**config.mk**
```make
export PLATFORM = sky130hd
export DESIGN_NAME = conv_window_feeder
export DESIGN_NICKNAME = d
export VERILOG_FILES = /design/src/rtl/conv_window_feeder_pkg.sv /design/src/rtl/line_buffer.sv /design/src/rtl/conv_window_feeder.sv
export SDC_FILE = /design/constraint.sdc
export NUM_CORES = 2
export LEC_CHECK = 0
export CELL_PAD_IN_SITES_DETAIL_PLACEMENT = 1
export CELL_PAD_IN_SITES_GLOBAL_PLACEMENT = 1
export CORE_MARGIN = 2
export CORE_UTILIZATION = 35
export DETAILED_ROUTE_END_ITERATION = 6
export HOLD_SLACK_MARGIN = 0.03
export PLACE_DENSITY = 0.65
export SETUP_SLACK_MARGIN = 0.2
export SLEW_MARGIN = 30
export SYNTH_ARGS = -nofsm -noshare
export SYNTH_HDL_FRONTEND = slang
export SYNTH_SLANG_ARGS = --single-unit
export TNS_END_PERCENT = 5
```
**constraint.sdc**
```tcl
create_clock -name Clk -period 97 [get_ports Clk]
set_clock_uncertainty 0.05 [all_clocks]
set_input_delay 29.1 -clock Clk [delete_from_list [all_inputs] [get_ports Clk]]
set_output_delay 29.1 -clock Clk [all_outputs]
set_load 0.05 [all_outputs]
```
**src/rtl/conv_window_feeder_pkg.sv**
```systemverilog
// Shared types and helpers for the 3x3 convolution window feeder.
// State encoding, kernel geometry and counter sizing live here.
package conv_window_feeder_pkg;

    typedef enum logic [1:0] {
        ST_IDLE    = 2'd0,
        ST_WEIGHTS = 2'd1,
        ST_STREAM  = 2'd2
    } state_e;

    localparam int KernelDim = 3;

    // Window element (r,c) lives in slot 3r+c; slot 0 is top-left.
    function automatic int slot_idx(input int r, input int c);
        return KernelDim * r + c;
    endfunction

    function automatic int cnt_width(input int n);
        return (n > 1) ? $clog2(n) : 1;
    endfunction

endpackage

```
**src/rtl/line_buffer.sv**
```systemverilog
// Enable-gated delay line: o_data is the word written Depth enables ago.
// Contents are not reset; they are always refilled before being observed.
module line_buffer #(
    parameter int DataWidth = 32,
    parameter int Depth     = 28
) (
    input  logic                 i_clk,
    input  logic                 i_en,
    input  logic [DataWidth-1:0] i_data,
    output logic [DataWidth-1:0] o_data
);

    logic [DataWidth-1:0] r_mem [Depth];

    always_ff @(posedge i_clk) begin
        if (i_en) begin
            r_mem[0] <= i_data;
            for (int i = 1; i < Depth; i++) begin
                r_mem[i] <= r_mem[i-1];
            end
        end
    end

    assign o_data = r_mem[Depth-1];

endmodule

```
**src/rtl/conv_window_feeder.sv**
```systemverilog
// Latches 3x3 kernel weights and emits them serially, then turns a
// raster pixel stream into parallel 3x3 windows for the conv unit.
module conv_window_feeder
    import conv_window_feeder_pkg::*;
#(
    parameter int DataWidth  = 32,
    parameter int KernelSize = 9,
    parameter int ImgWidth   = 28,
    parameter int ImgHeight  = 28
) (
    input  logic                            Clk,
    input  logic                            Rst,
    input  logic                            start,
    input  logic [KernelSize*DataWidth-1:0] weight_load_in,
    input  logic [DataWidth-1:0]            pixel_in,
    input  logic                            pixel_valid,
    output logic [DataWidth-1:0]            weight_out,
    output logic                            weight_valid,
    output logic [KernelSize*DataWidth-1:0] window_out,
    output logic                            window_valid,
    output logic                            busy,
    output logic                            frame_done
);

    localparam int VecW  = KernelSize * DataWidth;
    localparam int ColW  = cnt_width(ImgWidth);
    localparam int RowW  = cnt_width(ImgHeight);
    localparam int WcntW = cnt_width(KernelSize + 1);

    localparam logic [ColW-1:0]  ColLast  = ColW'(ImgWidth - 1);
    localparam logic [RowW-1:0]  RowLast  = RowW'(ImgHeight - 1);
    localparam logic [WcntW-1:0] WcntLast = WcntW'(KernelSize - 1);
    localparam logic [ColW-1:0]  ColWin   = ColW'(KernelDim - 1);
    localparam logic [RowW-1:0]  RowWin   = RowW'(KernelDim - 1);

    state_e r_state;
    state_e w_state_next;

    logic [VecW-1:0]      r_weights;
    logic [WcntW-1:0]     r_wcnt;
    logic [ColW-1:0]      r_col;
    logic [RowW-1:0]      r_row;
    logic [VecW-1:0]      r_win;
    logic [VecW-1:0]      w_win_next;
    logic [DataWidth-1:0] r_weight_out;
    logic                 r_weight_valid;
    logic [VecW-1:0]      r_window_out;
    logic                 r_window_valid;
    logic                 r_busy;
    logic                 r_frame_done;

    logic [DataWidth-1:0] w_lb1_q;
    logic [DataWidth-1:0] w_lb2_q;
    logic [WcntW-1:0]     w_wcnt_inc;
    logic                 w_start_ok;
    logic                 w_wlast;
    logic                 w_accept;
    logic                 w_emit;
    logic                 w_col_last;
    logic                 w_row_last;
    logic                 w_frame_end;

    assign w_start_ok  = (r_state == ST_IDLE) && start;
    assign w_wlast     = (r_wcnt == WcntLast);
    assign w_wcnt_inc  = r_wcnt + WcntW'(1);
    // The frame_done cycle still reads STREAM, so block pixels there.
    assign w_accept    = (r_state == ST_STREAM) && pixel_valid
                         && !r_frame_done;
    assign w_col_last  = (r_col == ColLast);
    assign w_row_last  = (r_row == RowLast);
    assign w_emit      = w_accept && (r_row >= RowWin) && (r_col >= ColWin);
    assign w_frame_end = w_accept && w_col_last && w_row_last;

    line_buffer #(
        .DataWidth (DataWidth),
        .Depth     (ImgWidth)
    ) u_line1 (
        .i_clk  (Clk),
        .i_en   (w_accept),
        .i_data (pixel_in),
        .o_data (w_lb1_q)
    );

    line_buffer #(
        .DataWidth (DataWidth),
        .Depth     (ImgWidth)
    ) u_line2 (
        .i_clk  (Clk),
        .i_en   (w_accept),
        .i_data (w_lb1_q),
        .o_data (w_lb2_q)
    );

    always_comb begin
        w_win_next = r_win;
        for (int r = 0; r < KernelDim; r++) begin
            for (int c = 0; c < KernelDim - 1; c++) begin
                w_win_next[slot_idx(r, c)*DataWidth +: DataWidth] =
                    r_win[slot_idx(r, c + 1)*DataWidth +: DataWidth];
            end
        end
        w_win_next[slot_idx(0, 2)*DataWidth +: DataWidth] = w_lb2_q;
        w_win_next[slot_idx(1, 2)*DataWidth +: DataWidth] = w_lb1_q;
        w_win_next[slot_idx(2, 2)*DataWidth +: DataWidth] = pixel_in;
    end

    always_comb begin
        w_state_next = r_state;
        unique case (r_state)
            ST_IDLE: begin
                if (start) w_state_next = ST_WEIGHTS;
            end
            ST_WEIGHTS: begin
                if (w_wlast) w_state_next = ST_STREAM;
            end
            ST_STREAM: begin
                if (r_frame_done) w_state_next = ST_IDLE;
            end
            default: w_state_next = ST_IDLE;
        endcase
    end

    always_ff @(posedge Clk or posedge Rst) begin
        if (Rst) begin
            r_state <= ST_IDLE;
        end else begin
            r_state <= w_state_next;
        end
    end

    always_ff @(posedge Clk or posedge Rst) begin
        if (Rst) begin
            r_weights      <= '0;
            r_wcnt         <= '0;
            r_weight_out   <= '0;
            r_weight_valid <= 1'b0;
        end else begin
            r_weight_out   <= '0;
            r_weight_valid <= 1'b0;
            if (w_start_ok) begin
                r_weights      <= weight_load_in;
                r_wcnt         <= '0;
                r_weight_out   <= weight_load_in[DataWidth-1:0];
                r_weight_valid <= 1'b1;
            end else if (r_state == ST_WEIGHTS && !w_wlast) begin
                r_wcnt         <= w_wcnt_inc;
                r_weight_out   <=
                    r_weights[int'(w_wcnt_inc)*DataWidth +: DataWidth];
                r_weight_valid <= 1'b1;
            end
        end
    end

    always_ff @(posedge Clk or posedge Rst) begin
        if (Rst) begin
            r_col <= '0;
            r_row <= '0;
        end else if (w_start_ok) begin
            r_col <= '0;
            r_row <= '0;
        end else if (w_accept) begin
            if (w_col_last) begin
                r_col <= '0;
                r_row <= w_row_last ? '0 : r_row + RowW'(1);
            end else begin
                r_col <= r_col + ColW'(1);
            end
        end
    end

    always_ff @(posedge Clk or posedge Rst) begin
        if (Rst) begin
            r_win          <= '0;
            r_window_out   <= '0;
            r_window_valid <= 1'b0;
            r_frame_done   <= 1'b0;
            r_busy         <= 1'b0;
        end else begin
            r_window_valid <= w_emit;
            r_frame_done   <= w_frame_end;
            r_busy         <= (w_state_next != ST_IDLE);
            if (w_accept) r_win <= w_win_next;
            if (w_emit) r_window_out <= w_win_next;
        end
    end

    assign weight_out   = r_weight_out;
    assign weight_valid = r_weight_valid;
    assign window_out   = r_window_out;
    assign window_valid = r_window_valid;
    assign busy         = r_busy;
    assign frame_done   = r_frame_done;

endmodule

```
==> metrics.md <==
| Metric | Value |
|---|---|
| Outcome | complete, no violations |
| Routed WL | 180.6 mm |
| Starting density of the core | 35.29% |
| Final Cycle Share | 35.17% |
| Slew @ Worst Pin | 0.9712 ns |
| Primary FF master, synth | edfxtp_1 |
| Cts repair resizes | 0 |
| Crit path required time | about 97 ns |
| Die footprint | roughly 250,000 µm² |
| Area Overhead vs Synth | 22.54% |
| Routability congestion estimate | around 0.85 |
| CTS tree | done |
| Hold Startpoint | u_line1.r_mem[1][2] |
| Buffers on Ports | 647 |
| Max frequency | 0.02931 GHz |
| Fraction of registers with async set/reset | 31.39% |
| R2r endpoint | u_line1.r_mem[0][239] |
| Drt first-iter violations | 2,912 |
| Clock-pin slew on the worst setup and hold paths | 0.05 ns |
| # Max-Cap Violations | 0 |
| Skew-Pair Late Insertion Delay | about 0.90 ns |
| H-tree levels | 5 |
| Slew margin rel. | 34.70% |
| Initial DRT Pass Iterations | 5 |
| Post-route cell area | 106,600 µm² |
| Vias per cell | 4.508 |
| Vias in the first global route | 44,270 |
| Number of cells on the worst hold path | 0 |
| Register area | 74,330 µm² |
| Post-route ant nets | 0 |
| CP Launch Type | input port |
| Cell area after synthesis | 86,960 µm² |
| CP endpoint kind | register |
| Total number of vias | 41,690 |
| Pin count of the biggest net entering global routing | 228 |
| Crit Path Class | in2reg |
| I/O Pins | between 600 and 700 |
| Row cnt | roughly 180 |
| Horiz. Die Dim | roughly 500 µm |
| DRC Markers | 0 |
| Post-synth top area cell | edfxtp_1 |
| # Post-CTS Setup Buffers | 0 |
| Pwr dens | 22.44 nW/µm² |
| Mapped Avg Cell Area | approximately 18 µm² |
| Leakage | 41.96 nW |
| Setup TNS | 0 ns |
| Number of antenna violations at the first check in global routing | 51 |
| Worst hold endpoint | u_line1.r_mem[1][34] |
| Clk sinks | 2,612 |
| Detailed placement HPWL | approximately 110 mm |
| Min-Delay Path Class | reg2reg |
| Fin nets | between 6,000 and 7,000 |
| Minimum clock period after layout | 34.12 ns |
| RSZ-0062 raised after global routing | false |
| Post-synth EDFFs | 1,792 |
| Filler cells | 24,100 |
| Max VDD drop | 17.43 µV |
| Clk Tree Root Cell | clkbuf_16 |
| DP Area | approximately 100,000 µm² |
| R2r setup slk | 91.07 ns |
| CTS hold repair buffers | 0 |
| Slew Viols, Final | 0 |
| Cts bufs inserted | approximately 290 |
| Warnings, synthesis | 0 |
| Clock Path Buffers | 4 |
| First-pass GRT wire length | 271.9 mm |
| Crit-path max FO | approximately 120 |
| Overflow after GRT | 0 |
| Ranking of synthesized cells by area | edfxtp_1 62%, dfrtp_1 24%, nand2_1 6.3%, mux2_1 2.7%, mux2_2 2.6% |
| Tot GR Track Use | 14.08% |
| Cell count after synthesis | 4,876 |
| # setup viols final | 0 |
| Drt wl/cell | ~20 µm |
| Share of cells above drive strength 1 | 11.68% |
| Core area | approximately 250,000 µm² |
| Reg2Reg Depth | 7 |
| Worst R2R Start | r_state[0] |
| Syn Nets | 5,206 |
| Die Y | 502.4 µm |
| Area of the multi-input gates | 11,630 µm² |
| Post-synth top area share | between 60% and 70% |
| Seq/Total Area, Yosys | 85.48% |
| Unique masters post-synth | 43 |
| WP data arrival | around 35 ns |
| Seq cells post-synth | 2,612 |
| Fin. Hold Viols | 0 |
==> worst max path at each step <==
stage	to	cells after the start	from	slack [ns]
after floorplan	u_line1.r_mem[0][0]	5	pixel_valid	16.32
after global placement	u_line1.r_mem[0][107]	8	pixel_valid	61.28
after detailed placement	u_line1.r_mem[0][43]	8	pixel_valid	61.05
after CTS	u_line1.r_mem[0][114]	8	pixel_valid	62.09
after global routing	u_line1.r_mem[0][140]	8	pixel_valid	62.43
final	u_line1.r_mem[0][239]	8	pixel_valid	62.88
==> cell families after synthesis <==
family,share of synthesized area (%)
simple gates,6.597
xor+xnor,0.04030
fa+ha+maj,0.08633
buf+inv,1.214
flops,85.48
compound gates,1.176
mux,5.404
==> final cells by class <==
class	count	area share, %
inverters	9	0.04579
well taps	3312	3.889
repair buffers	703	6.727
diodes	36	0.08454
multi-input cells	2072	10.92
clock inverters	117	0.9358
clock buffers	388	7.646
flip-flops and latches	2612	69.76
==> layout by cell type (no fill, tap or decap), types with 6 or more instances in the layout <==
cell	count
o31ai_1	33
clkinvlp_4	11
clkbuf_8	31
mux2_2	203
clkbuf_1	57
edfxtp_1	1792
o22ai_1	63
a32oi_1	31
inv_1	7
bufinv_16	14
buf_4	26
clkinv_1	33
clkdlybuf4s50_1	647
mux2_1	209
nand3_1	13
nor2_1	7
nand2_1	1453
diode_2	36
mux2i_1	6
clkbuf_16	300
clkinv_2	45
buf_12	7
buf_6	17
buf_16	6
dfrtp_1	820
inv_6	9
==> stage by stage <==
step,util [%],power [W],hold slack (ns),instances,setup WS [ns]
CTS,43.14,0.002431,0.3200,9208,62.09
floorplan,-,0.001405,0.3503,4876,16.32
detailed placement,39.43,0.001367,0.3551,8703,61.05
finish,43.25,0.002391,0.3185,9249,62.88
global route,43.24,0.002482,0.3344,9242,62.43
global placement,39.40,0.001360,0.3505,8701,61.28
==> cell usage after synthesis (16+ instances only) <==
| cell type | count |
|---|---|
| edfxtp_1 | 1792 |
| nand2_1 | 1456 |
| dfrtp_1 | 820 |
| mux2_1 | 209 |
| mux2_2 | 203 |
| clkbuf_1 | 109 |
| o22ai_1 | 63 |
| o31ai_1 | 34 |
| a32oi_1 | 31 |
| buf_2 | 26 |
| buf_8 | 20 |
| buf_1 | 16 |
==> report_power, final <==
part           leakage [nW]  internal, W  switching, W
logic                  9.78    0.0000251     0.0000432
registers              27.7      0.00125     0.0000212
clock network          4.48     0.000626      0.000423
==> worst max-delay path: stages <==
cell             delay, ns
clkdlybuf4s50_1       0.50
nand4bb_4             0.48
inv_8                 0.79
buf_6                 0.61
buf_6                 0.62
buf_4                 0.81
buf_4                 0.70
buf_6                 0.66
==> sequential cells by signal, summed over array words and instances, names as in the netlist, 2 cells and up <==
register and count:
window_out 288, u_line1.r_mem 896, u_line2.r_mem 896, r_state 2, weight_out 32, r_weights 288, r_col 5, r_row 5
r_wcnt 4, r_win 192
==> routing by layer <==
layer | up-vias | routed length, µm | GRT usage, %
met2 | 926 | 82620 | 21.30
met5 | - | 33 | 0
li1 | 19080 | - | -
met3 | 344 | 9759 | 3.526
met4 | 4 | 5901 | 5.642
met1 | 21340 | 82280 | 19.48
No activity file was read; power rests on OpenSTA's default activity.
